### src/rtl/scoreboard_regfile.sv
// -----------------------------------------------------------------------------
// scoreboard_regfile
// Integer register file for the pipelined core with a per-register busy
// scoreboard. Decode reserves a destination at issue, and writeback releases it.
// Register 0 always reads as zero and is never busy.
//
// Ports
//   clk        : clock, all state updates on the rising edge
//   rst_n      : asynchronous active-low reset, clears data and reservations
//   rs_sel     : NRD packed read selects, port k = rs_sel[k*AW +: AW]
//   rs_data    : NRD packed read data (combinational, same-cycle write bypass)
//   rs_busy    : per read port, 1 = selected register has a pending reservation
//   rd_w       : writeback strobe
//   rd_sel     : writeback destination
//   rd_in      : writeback data
//   rsv_valid  : request to reserve rsv_sel as a pending destination
//   rsv_sel    : register to reserve
//   rsv_ready  : reservation can be accepted this cycle (independent of rsv_valid)
//   busy_cnt   : number of registers currently busy (registered)
//   idle       : no register is busy (registered)
// -----------------------------------------------------------------------------
module scoreboard_regfile #(
    parameter  int XLEN  = 32,
    parameter  int NREGS = 32,
    parameter  int NRD   = 2,
    localparam int AW    = $clog2(NREGS),
    localparam int CW    = $clog2(NREGS + 1)
) (
    input  logic                clk,
    input  logic                rst_n,
    input  logic [NRD*AW-1:0]   rs_sel,
    output logic [NRD*XLEN-1:0] rs_data,
    output logic [NRD-1:0]      rs_busy,
    input  logic                rd_w,
    input  logic [AW-1:0]       rd_sel,
    input  logic [XLEN-1:0]     rd_in,
    input  logic                rsv_valid,
    input  logic [AW-1:0]       rsv_sel,
    output logic                rsv_ready,
    output logic [CW-1:0]       busy_cnt,
    output logic                idle
);

    logic [XLEN-1:0]  regs_r [NREGS];
    logic [NREGS-1:0] busy_r;
    logic [NREGS-1:0] busy_nxt_s;
    logic [CW-1:0]    busy_cnt_r;
    logic [CW-1:0]    cnt_nxt_s;
    logic             idle_r;
    logic             wr_en_s;
    logic             wr_hits_rsv_s;
    logic             rsv_ready_s;
    logic             rsv_set_s;
    logic             clr_s;

    // Write, reserve and counter-delta qualifiers.
    always_comb begin
        wr_en_s       = rd_w && (rd_sel != {AW{1'b0}});
        wr_hits_rsv_s = rd_w && (rd_sel == rsv_sel);
        // A writeback releasing the same register this cycle frees it for re-reservation.
        rsv_ready_s   = (rsv_sel == {AW{1'b0}}) || !busy_r[rsv_sel] || wr_hits_rsv_s;
        rsv_set_s     = rsv_valid && rsv_ready_s && (rsv_sel != {AW{1'b0}});
        // Only a write that actually clears a set bit decrements the count.
        clr_s         = wr_en_s && busy_r[rd_sel];
        // An accepted reservation always targets a bit that is clear after this
        // cycle's write, so it always increments. The same-register write-plus-reserve
        // case nets to zero through clr_s.
        cnt_nxt_s     = busy_cnt_r + CW'(rsv_set_s) - CW'(clr_s);
    end

    // Next busy vector: reservation has priority over a release of the same register.
    always_comb begin
        busy_nxt_s = busy_r;
        for (int i = 0; i < NREGS; i++) begin
            if (rsv_set_s && (rsv_sel == AW'(i))) begin
                busy_nxt_s[i] = 1'b1;
            end else if (wr_en_s && (rd_sel == AW'(i))) begin
                busy_nxt_s[i] = 1'b0;
            end else begin
                busy_nxt_s[i] = busy_r[i];
            end
        end
    end

    // Register array, scoreboard and busy counter state.
    always_ff @(posedge clk or negedge rst_n) begin
        if (!rst_n) begin
            for (int i = 0; i < NREGS; i++) begin
                regs_r[i] <= {XLEN{1'b0}};
            end
            busy_r     <= {NREGS{1'b0}};
            busy_cnt_r <= {CW{1'b0}};
            idle_r     <= 1'b1;
        end else begin
            if (wr_en_s) begin
                regs_r[rd_sel] <= rd_in;
            end
            busy_r     <= busy_nxt_s;
            busy_cnt_r <= cnt_nxt_s;
            idle_r     <= (cnt_nxt_s == {CW{1'b0}});
        end
    end

    genvar k;
    generate
        for (k = 0; k < NRD; k++) begin : g_rd
            logic [AW-1:0] sel_s;
            assign sel_s = rs_sel[k*AW +: AW];

            // Read port k: x0 forced to zero, then same-cycle write bypass, then array.
            always_comb begin
                if (!rst_n || (sel_s == {AW{1'b0}})) begin
                    rs_data[k*XLEN +: XLEN] = {XLEN{1'b0}};
                    rs_busy[k]              = 1'b0;
                end else if (rd_w && (rd_sel == sel_s)) begin
                    rs_data[k*XLEN +: XLEN] = rd_in;
                    rs_busy[k]              = 1'b0;
                end else begin
                    rs_data[k*XLEN +: XLEN] = regs_r[sel_s];
                    rs_busy[k]              = busy_r[sel_s];
                end
            end
        end
    endgenerate

    assign rsv_ready = rsv_ready_s;
    assign busy_cnt  = busy_cnt_r;
    assign idle      = idle_r;

endmodule

### config.mk
export PLATFORM = sky130hd
export DESIGN_NAME = scoreboard_regfile
export DESIGN_NICKNAME = d
export VERILOG_FILES = /design/src/rtl/scoreboard_regfile.sv
export SDC_FILE = /design/constraint.sdc
export NUM_CORES = 2
export LEC_CHECK = 0
export ABC_AREA = 1
export CORE_AREA = 2 2 348 350
export CTS_BUF_LIST = sky130_fd_sc_hd__clkbuf_8 sky130_fd_sc_hd__clkbuf_16
export CTS_CLUSTER_SIZE = 25
export DETAILED_ROUTE_END_ITERATION = 12
export DIE_AREA = 0 0 350 352
export PLACE_DENSITY = 0.66
export SLEW_MARGIN = 20
export SYNTH_ARGS = -nofsm -noshare
export SYNTH_HDL_FRONTEND = slang
export SYNTH_SLANG_ARGS = --single-unit
### constraint.sdc
create_clock -name clk -period 7 [get_ports clk]
set_input_delay 2.1 -clock clk [delete_from_list [all_inputs] [get_ports clk]]
set_output_delay 2.1 -clock clk [all_outputs]
set_load 0.01 [all_outputs]
==> flow_summary.toml <==
[run_status]
status = "finished, final reports clean"

[clock_tree]
cts_buffers = 116
cts_tree = "done"
root_buffer = "clkbuf_16"
cts.sinks = 1063
htreeDepth = 3
cts.path.max_buffers = 3
cts_hold_buf = 0
clkLatencyLatePin_ps = 730
cts.clk_slew.worst_paths_ps = 60

[yosys]
yosysTopAreaCell = "dfrtp_1"
synth-edff-count = 0
yosys-top-cells-area = "dfrtp_1 45%, nand2_1 16%, o21ai_0 13%"
yosysMostFrequentCell = "nand2_1"
synth_area_um2 = 59200
ys_seq_area_share_pct = 45.0
synthDistinctLibCells = 35
ys_ff_latch = 1063
ys.flop_type = "dfrtp_1"
syn_area_per_cell_um2 = 7.17
netlist_instances = 8248
ys_async_sr_fraction_pct = 100
ys_top_cells_by_count = "2552 x nand2_1, 1571 x o21ai_0, 1062 x dfrtp_1"
synth_nets = 8311
yosysTopAreaCellShare_pct = 44.9
ys_warn_count = 0

[pwr]
p_per_area_nw_per_um2 = 277
ir_drop_mv = 0.254
p_leak_nw = 29.5

[sta]
slew_viol_final = 0
slew_headroom_pct = 17.5
whs_ps = 402
finalSetupViolations = 0
setup_tns_ps = 0
tightestPinTransition_ps = 1240
finalHoldViolCount = 0
fin_crit_sh_pct = 97.7
fin_crit_ps = 6840
setup_ws_ps = 160
fmax_mhz = 146
rsz0062_at_grt = "no"
clock_skew_ps = 6.36

[setup_path]
worst_setup_path_end_kind = "output port"
crit_arrival_ps = 4740
path_class = "in -> out"
path_max_fanout = 9
reg2reg_from = "busy_r[25]"
cp_data_required_time_ps = 4900
worstSetupStartpoint = "rs_sel[2]"
ff2ff_path_depth = 22
critPathLaunchType = "primary input"
reg2reg_to = "idle"
worstSetupEndpoint = "rs_data[31]"
r2r_slack_ps = 3580

[place]
place_worst_setup_slack_ps = 42.8
gp_congestion = 0.945
placed_cells_incl_taps = 9381
placed_area_um2 = 61300
place_hpwl_um = 130000
numPortBuffers = 129

[hold_path]
min_path_type = "reg -> reg"

[die]
start_util_pct = 49.6
die_h_um = 352
die_w_um = 350
core_area_um2 = 119000
rows = 127
ios = 130
die_area_um2 = 123000

[cells_and_area]
final_cells = 9602
final_layout_size_suffix_gt1_share_pct = 5.77
finalInstanceArea_um2 = 65300
finalNetCount = 7953
syn2layout_area_growth_pct = 10.4

[route]
wl_per_cell_um = 24.5
drtIter0Drc = 9744
vias = 59740
drc = 0
wl_um = 236000
antenna_left = 0
drt_first_pass_iters = 9
avgViaCountPerCell = 6.22

[global_route]
met3_usage_pct = 9.78
grt_pass1_wl_um = 352000
grt-ovfl-total = 0
grt_max_degree = 169
use_met2_pct = 54.7
grtUsageTotal_pct = 37.6
busiest_layer = "met2"
grt_pass1_vias = 54769
met1_usage_pct = 52.1
antenna_found_initial = 4

[run]
cap_violations = 0
==> stage by stage <==
stage          power [mW]  util [%]
6_report             18.1      54.7
5_1_grt              19.0      54.7
3_3_place_gp         11.5      51.3
2_1_floorplan        10.4         -
3_5_place_dp         11.7      51.3
4_1_cts              18.0      54.7
==> state kept, by name, summed over array words and instances, names as in the netlist <==
name and flops:
idle 1, busy_r 32, busy_cnt 6, regs_r 1024
==> placed cells by master (no fill, tap or decap), types with 3 or more instances in the layout <==
master and instances:
a21oi_1 586, a22oi_1 4, a31oi_1 3, buf_12 58, buf_4 137, buf_6 3, buf_8 5, bufinv_16 10
clkbuf_16 119, clkbuf_8 29, clkdlybuf4s50_1 117, clkinv_2 23, clkinvlp_4 7, dfrtp_1 1062, ha_1 6, inv_1 363
inv_2 12, inv_4 3, inv_6 3, nand2_1 2519, nand2_4 31, nand3_1 751, nand3b_1 3, nand4_1 121
nor2_1 192, nor2_4 6, nor3_1 15, o211ai_1 190, o21ai_0 1571, o21ai_1 4, o22ai_1 7, xor2_1 7
==> area by class of cell <==
class / instances / area (um2)
diodes: 1 / 2.50
inverters: 356 / 1360
well taps: 1612 / 2020
flip-flops and latches: 1063 / 26600
fillers: 11377 / 54000
multi-input cells: 6029 / 27800
clock inverters: 69 / 603
repair buffers: 324 / 3520
clock buffers: 148 / 3380
==> layer usage <==
metal | vias up | wire length [um]
li1 | 26728 | -
met1 | 28348 | 92900
met5 | - | 54
met2 | 3917 | 99000
met4 | 8 | 13000
met3 | 739 | 30600
==> report_power, final <==
group / switching (mW) / internal [mW] / total [mW]
registers: 0.855 / 7.29 / 8.14
logic: 2.27 / 1.29 / 3.55
clock network: 2.68 / 3.74 / 6.43
total: 5.81 / 12.3 / 18.1
==> how the worst min path moves through the flow <==
stage / startpoint / to / slack, ps / cells after the start
6_report: regs_r[1008] / regs_r[1008] / 400 / 0
5_1_grt: regs_r[998] / regs_r[998] / 410 / 0
4_1_cts: regs_r[1001] / regs_r[1001] / 400 / 0
3_5_place_dp: regs_r[993] / regs_r[993] / 390 / 0
3_3_place_gp: regs_r[1013] / regs_r[1013] / 390 / 0
2_1_floorplan: busy_r[10] / busy_r[10] / 450 / 2
==> cells by family after synthesis <==
| kind of cell | synth area share (%) |
|---|---|
| compound gates | 20.9 |
| fa+ha+maj | 0.161 |
| flops | 45.0 |
| simple gates | 25.4 |
| buf+inv | 8.53 |
| xor+xnor | 0.118 |
==> critical path, stage by stage <==
cell             delay, ps
buf_6                  190
inv_1                  210
nand2_4                160
clkinv_2               230
nand3_1                130
nand2_1                 50
nor2_1                 100
nand2_1                 60
nand3_1                100
nand2_1                140
a21oi_1                570
clkdlybuf4s50_1        680
==> timing repair <==
action	4_1_cts	5_1_grt
buffers inserted	0	2
setup endpoints to repair	0	16
resized for setup	0	5
Power figures use the tool's default switching activity.
